===== src/rtl/pipe_hazard_ctrl.sv =====
`default_nettype none
// pipe_hazard_ctrl: stall/flush sequencer for the 5-stage pipeline (load-use, branch, mul/div, dmem wait).
// Optional macro PIPE_PERF_CNT_EN adds 32-bit stall/flush performance counters.
module pipe_hazard_ctrl #(
  parameter int MD_LAT = 4,
  parameter int CNT_W  = 4
) (
  input  logic        clk,
  input  logic        rst,
  input  logic        id_valid,
  input  logic [4:0]  id_rs,
  input  logic [4:0]  id_rt,
  input  logic        id_uses_rt,
  input  logic        exe_MemRead,
  input  logic [4:0]  exe_wreg,
  input  logic        exe_md_start,
  input  logic        branch_taken,
  input  logic        dmem_stall,
  output logic        pc_en,
  output logic        if_id_en,
  output logic        if_id_flush,
  output logic        id_exe_en,
  output logic        id_exe_flush,
  output logic        exe_mem_en,
  output logic        exe_mem_flush,
  output logic        md_busy,
  output logic [31:0] stall_cnt,
  output logic [31:0] flush_cnt
);

  typedef enum logic {
    RUN = 1'b0,
    MD  = 1'b1
  } state_e;

  localparam logic [CNT_W-1:0] MD_RELOAD = CNT_W'(MD_LAT - 2);

  state_e           state_q, state_d;
  logic [CNT_W-1:0] cnt_q, cnt_d;
  logic             load_hazard;

  assign load_hazard = id_valid & exe_MemRead & (exe_wreg != 5'd0) &
                       ((exe_wreg == id_rs) | (id_uses_rt & (exe_wreg == id_rt)));

  always_ff @(posedge clk or negedge rst) begin
    if (!rst) begin
      state_q <= RUN;
      cnt_q   <= '0;
    end else begin
      state_q <= state_d;
      cnt_q   <= cnt_d;
    end
  end

  always_comb begin
    state_d       = state_q;
    cnt_d         = cnt_q;
    pc_en         = 1'b1;
    if_id_en      = 1'b1;
    if_id_flush   = 1'b0;
    id_exe_en     = 1'b1;
    id_exe_flush  = 1'b0;
    exe_mem_en    = 1'b1;
    exe_mem_flush = 1'b0;
    md_busy       = 1'b0;

    if (!rst) begin
      state_d    = RUN;
      cnt_d      = '0;
      pc_en      = 1'b0;
      if_id_en   = 1'b0;
      id_exe_en  = 1'b0;
      exe_mem_en = 1'b0;
    end else begin
      md_busy = (state_q == MD);
      if (dmem_stall) begin
        pc_en      = 1'b0;
        if_id_en   = 1'b0;
        id_exe_en  = 1'b0;
        exe_mem_en = 1'b0;
      end else if ((state_q == MD) && (cnt_q != '0)) begin
        // Mul/div still occupying EXE: freeze upstream, bubble downstream.
        pc_en         = 1'b0;
        if_id_en      = 1'b0;
        id_exe_en     = 1'b0;
        exe_mem_en    = 1'b0;
        exe_mem_flush = 1'b1;
        cnt_d         = cnt_q - 1'b1;
      end else begin
        // RUN, or the MD release cycle which follows RUN rules.
        state_d = RUN;
        if (branch_taken) begin
          if_id_en     = 1'b0;
          if_id_flush  = 1'b1;
          id_exe_en    = 1'b0;
          id_exe_flush = 1'b1;
        end else if (exe_md_start) begin
          pc_en         = 1'b0;
          if_id_en      = 1'b0;
          id_exe_en     = 1'b0;
          exe_mem_en    = 1'b0;
          exe_mem_flush = 1'b1;
          state_d       = MD;
          cnt_d         = MD_RELOAD;
        end else if (load_hazard) begin
          pc_en        = 1'b0;
          if_id_en     = 1'b0;
          id_exe_en    = 1'b0;
          id_exe_flush = 1'b1;
        end
      end
    end
  end

`ifdef PIPE_PERF_CNT_EN
  logic [31:0] stall_cnt_q, flush_cnt_q;

  always_ff @(posedge clk or negedge rst) begin
    if (!rst) begin
      stall_cnt_q <= '0;
      flush_cnt_q <= '0;
    end else begin
      if (!pc_en)      stall_cnt_q <= stall_cnt_q + 32'd1;
      if (if_id_flush) flush_cnt_q <= flush_cnt_q + 32'd1;
    end
  end

  assign stall_cnt = stall_cnt_q;
  assign flush_cnt = flush_cnt_q;
`else
  assign stall_cnt = 32'd0;
  assign flush_cnt = 32'd0;
`endif

endmodule
`default_nettype wire

===== config.mk =====
export PLATFORM = sky130hd
export DESIGN_NAME = pipe_hazard_ctrl
export DESIGN_NICKNAME = d
export VERILOG_FILES = /design/src/rtl/pipe_hazard_ctrl.sv
export SDC_FILE = /design/constraint.sdc
export NUM_CORES = 1
export LEC_CHECK = 0
export ABC_AREA = 1
export CAP_MARGIN = 10
export CORE_MARGIN = 8
export CORE_UTILIZATION = 35
export DETAILED_ROUTE_END_ITERATION = 10
export PLACE_DENSITY = 0.87
export SLEW_MARGIN = 20
export SYNTH_ARGS = -nofsm -noshare
export SYNTH_HDL_FRONTEND = slang
export SYNTH_SLANG_ARGS = --single-unit

===== constraint.sdc =====
create_clock -name clk -period 3.5 [get_ports clk]
set_clock_uncertainty 0.1 [all_clocks]
set_input_delay 0.7 -clock clk [delete_from_list [all_inputs] [get_ports clk]]
set_output_delay 0.7 -clock clk [all_outputs]
set_load 0.03 [all_outputs]

Yosys cells after proc, flatten, opt, wreduce, memory -nomap -nowiden
Index checks and enable logic that the tools add are counted.
{ "word_totals": {"regBits": 5, "in_bits": 23, "elab_cells": 58} }
{ "op_classes": {"bitwise_logic": 5, "reduce_logical": 5, "muxes": 39, "eq_ne": 6, "add_sub_neg": 1} }
{ "ops": {"columns": ["operator", "count"], "rows": [
  ["$mux W1", 34],
  ["$mux W4", 5],
  ["$eq A5 B5 Y1", 2],
  ["$reduce_bool A5 Y1", 1],
  ["$and A1 B1 Y1", 4],
  ["$ne A2 B2 Y1 const B", 2],
  ["$reduce_bool A4 Y1", 1],
  ["$sub A4 B1 Y4 const B", 1],
  ["$ne A3 B1 Y1 const B", 1],
  ["$ne A3 B2 Y1 const B", 1],
  ["$reduce_and A3 Y1", 1],
  ["$reduce_and A2 Y1", 1],
  ["$logic_and A1 B1 Y1", 1],
  ["$or A1 B1 Y1", 1]
]} }

Longest topological paths before layout
{ "logic_depth": {"word_depth": 10, "depth_mapped": 10, "depth_no_buf": 9} }

Worst setup path before layout
Ideal clock, no wire load.
{ "synth_timing": {"kind": "input to output", "startpoint": "in dmem_stall", "endpoint": "out if_id_en", "required_time_ps": 2700, "path_slack_ps": 875, "path_stages": 6, "n_path_buf": 1, "arrival_ps": 1825, "cell_sequence": "inv_1 > nand3_2 > nor2_2 > nand2_1 > nor2_1 > buf_4"} }
{ "synth_between": {"elab_chain_cells": 2} }
{ "synth_lines": {"columns": ["element", "line_no", "source"], "rows": [
  ["start, declared", "18", "input logic dmem_stall,"],
  ["$mux W1 (2 in a row)", null, null],
  ["end, declared", "20", "output logic if_id_en,"]
]} }
No other way between the ends.

Final worst setup path
{ "layout_timing": {"startpoint": "in exe_wreg[0]", "endpoint": "out if_id_en"} }
{ "layout_between": {"elab_chain_cells": 10, "word_cells_on_any_way": 13, "classes_between": "2 x eq/ne; 6 x mux; 4 x bitwise; 1 x reduce/logical"} }
{ "layout_lines": {"columns": ["element", "line_no", "source"], "rows": [
  ["start, declared", "15", "input logic [4:0] exe_wreg,"],
  ["$eq A5 B5 Y1", "43", "((exe_wreg == id_rs) | (id_uses_rt & (exe_wreg == id_rt)));"],
  ["$and A1 B1 Y1", "43", null],
  ["$or A1 B1 Y1", "43", null],
  ["$and A1 B1 Y1 (*)", "42", "assign load_hazard = id_valid & exe_MemRead & (exe_wreg != 5'd0) &"],
  ["$mux W1 (*)", "105", "end else if (load_hazard) begin"],
  ["$mux W1 (*)", "97", "end else if (exe_md_start) begin"],
  ["$mux W1 (*)", "92", "if (branch_taken) begin"],
  ["$mux W1 (*)", "81", "end else if ((state_q == MD) && (cnt_q != '0)) begin"],
  ["$mux W1 (*)", "76", "if (dmem_stall) begin"],
  ["$mux W1 (*)", "67", "if (!rst) begin"]
]} }
Every way passes the cells marked *; elsewhere a longest branch is shown, timed or not.

==> flow_metrics.tcl <==
set metrics [dict create \
    outcome "finished, final reports clean" \
    antenna_cells_inserted 0 \
    starting_density_pct 36.61 \
    clk_pin_slew_worst_paths_ps 40 \
    rows 20 \
    crit_path_start_kind "input port" \
    total_routing_usage_reported_by_global_routing_pct 8.850 \
    critical_path.max_fanout 3 \
    hpwl_um 2251 \
    first_global_vias 909 \
    timing.setup.tns_ps 0 \
    cts.hold.buffers_added 0 \
    post-route-util_pct 41.16 \
    final-setup-viol-count 0 \
    tritoncts "done" \
    grt.overflow.total 0 \
    critical_path_class "input port to output port" \
    worstPathRequired_ps 2700 \
    top_level_ports 95 \
    final_cell_mix "conb_1 (64), nand2_1 (40), clkdlybuf4s50_1 (30), inv_1 (18), nor2_1 (9)" \
    numClockSinks 5 \
    yosys_warnings 0 \
    distinct_cell_type_count_after_synthesis 20 \
    ctsLongestPathBuffers 2 \
    ant_nets 0 \
    achievable-frequency_mhz 304.3 \
    yosys_register_bits 5 \
    synthesis.area_per_instance_um2 6.408 \
    final_common_cell "conb_1" \
    wl_um 2415 \
    antenna_found_initial 0 \
    critPathArrivalTime_ps 2490 \
    clk_latency_worst_skew_pair_ps 250 \
    gp_congestion 0.8455 \
    design_power_total_uw 306.3 \
    maxCapViolCount 0 \
    detail_route.iter0.violations 32 \
    ctsResizeCount 0 \
    drc 0 \
    post-cts-setup-buffer-count 0 \
    total_leakage_power_nw 0.7362 \
    tritoncts.num_buffers 3 \
    root_cell_of_the_clock_tree "clkbuf_4" \
    powerDensity_nw_per_um2 245.8 \
    avgRoutedWirePerCell_um 9.660 \
    synth-seq-area-share_pct 11.29 \
    final.period_utilization_pct 93.91 \
    timing.final.crit_period_ps 3287 \
    via_count 899 \
    first_pass_grt_wire_length_um 3795 \
    largest_net_degree_at_the_start_of_global_routing 8 \
    h-tree-depth 1 \
    maxSlewViolCount 0 \
    nNetsFinal 232 \
    finalHoldViolations 0 \
    first_pass_iters 4 \
    numPortBuffers 30 \
    drt-vias-per-instance 3.596 \
    final_layout_size_suffix_gt1_share_pct 8.738 \
    critical_path.endpoint_type "output port" \
    setup.reg_to_reg.worst_slack_ps 1960 \
    die_x_um 72.28 \
    design.core.area_um2 3028 \
    die_h_um 72.28 \
    hold_path_class "flop to flop" \
    rsz0062_at_grt "no" \
    die-area_um2 5224 \
    area_growth_syn_to_layout_pct 12.42 \
    mapped_cell_area_um2 1109 \
    highest_ir_drop_seen_on_vdd_mv 0.1230 \
    synthCells 173 \
]
-- sequential cells by signal (all words and copies together), names as in the netlist --
name     flops
state_q      1
cnt_q        4
-- power by group --
group	switching, mW	internal, mW
Sequential	0.000866	0.0593
Combinational	0.135	0.0432
Clock	0.0251	0.0432
Total	0.161	0.146
-- Yosys cell counts, drive strengths merged --
master	n	area share (%)
o21ai	4	1.8
nor3	2	0.90
conb	1	0.34
buf	65	44
ha	2	2.3
xnor2	2	1.6
nand3	8	5.2
nand4	3	1.7
a21oi	2	1.9
nor2	11	4.2
nand2	42	16
dfrtp	5	11
o2bb2ai	1	0.79
inv	25	8.5
-- critical path, cell delays in order --
cell and delay, ps:
clkdlybuf4s50_1 520, inv_2 60, nor2_1 80, nor2_1 60, nand3_1 70, nand2_1 70
nand2_1 60, nand2_1 60, nor2_1 120, clkdlybuf4s50_1 700
-- through the flow --
step                hold WS [ps]  area [um^2]  instances  setup slack [ps]
detailed placement         399.7         1220        246             202.1
global placement           375.6         1220        246             230.4
finish                     412.9         1246        250             213.3
CTS                        409.6         1246        250             201.7
global route               466.1         1246        250             27.12
floorplan                  304.4         1345        236             875.3
-- kinds of logic after synthesis --
kind of cell | Yosys count | synth area share, %
compound gates | 7 | 4.515
xor+xnor | 2 | 1.580
fa+ha+maj | 2 | 2.257
buf+inv | 90 | 52.48
flops | 5 | 11.29
other cells | 1 | 0.3383
simple gates | 66 | 27.54
-- final cells by class --
type	count	area, um^2
clock buffer	4	26.28
tap	44	55.05
sequential	5	125.1
fill	319	1782
inverter	25	93.84
multi-input combinational	141	638.1
timing repair buffer	31	307.8
-- metal layers --
layer  up-vias  global-route usage, %  wire [um]
met3         2                  3.719        277
li1        457                      -          -
met4         0                  2.041          4
met5         -                      0          0
met2        50                  16.65       1250
met1       390                  8.658        881
-- worst paths after layout --
kind / start / cells past startpoint / end
worst max-delay path: exe_wreg[0] / 10 / if_id_en
worst min-delay path: cnt_q[0]$_DFFE_PN0P_ / 2 / cnt_q[0]$_DFFE_PN0P_
worst max register to register: cnt_q[0]$_DFFE_PN0P_ / 8 / cnt_q[1]$_DFFE_PN0P_
worst min register to register: cnt_q[0]$_DFFE_PN0P_ / 2 / cnt_q[0]$_DFFE_PN0P_
max in group asynchronous: rst / 2 / cnt_q[1]$_DFFE_PN0P_
min in group asynchronous: rst / 2 / cnt_q[2]$_DFFE_PN0P_
(Power assumes the default switching activity.)
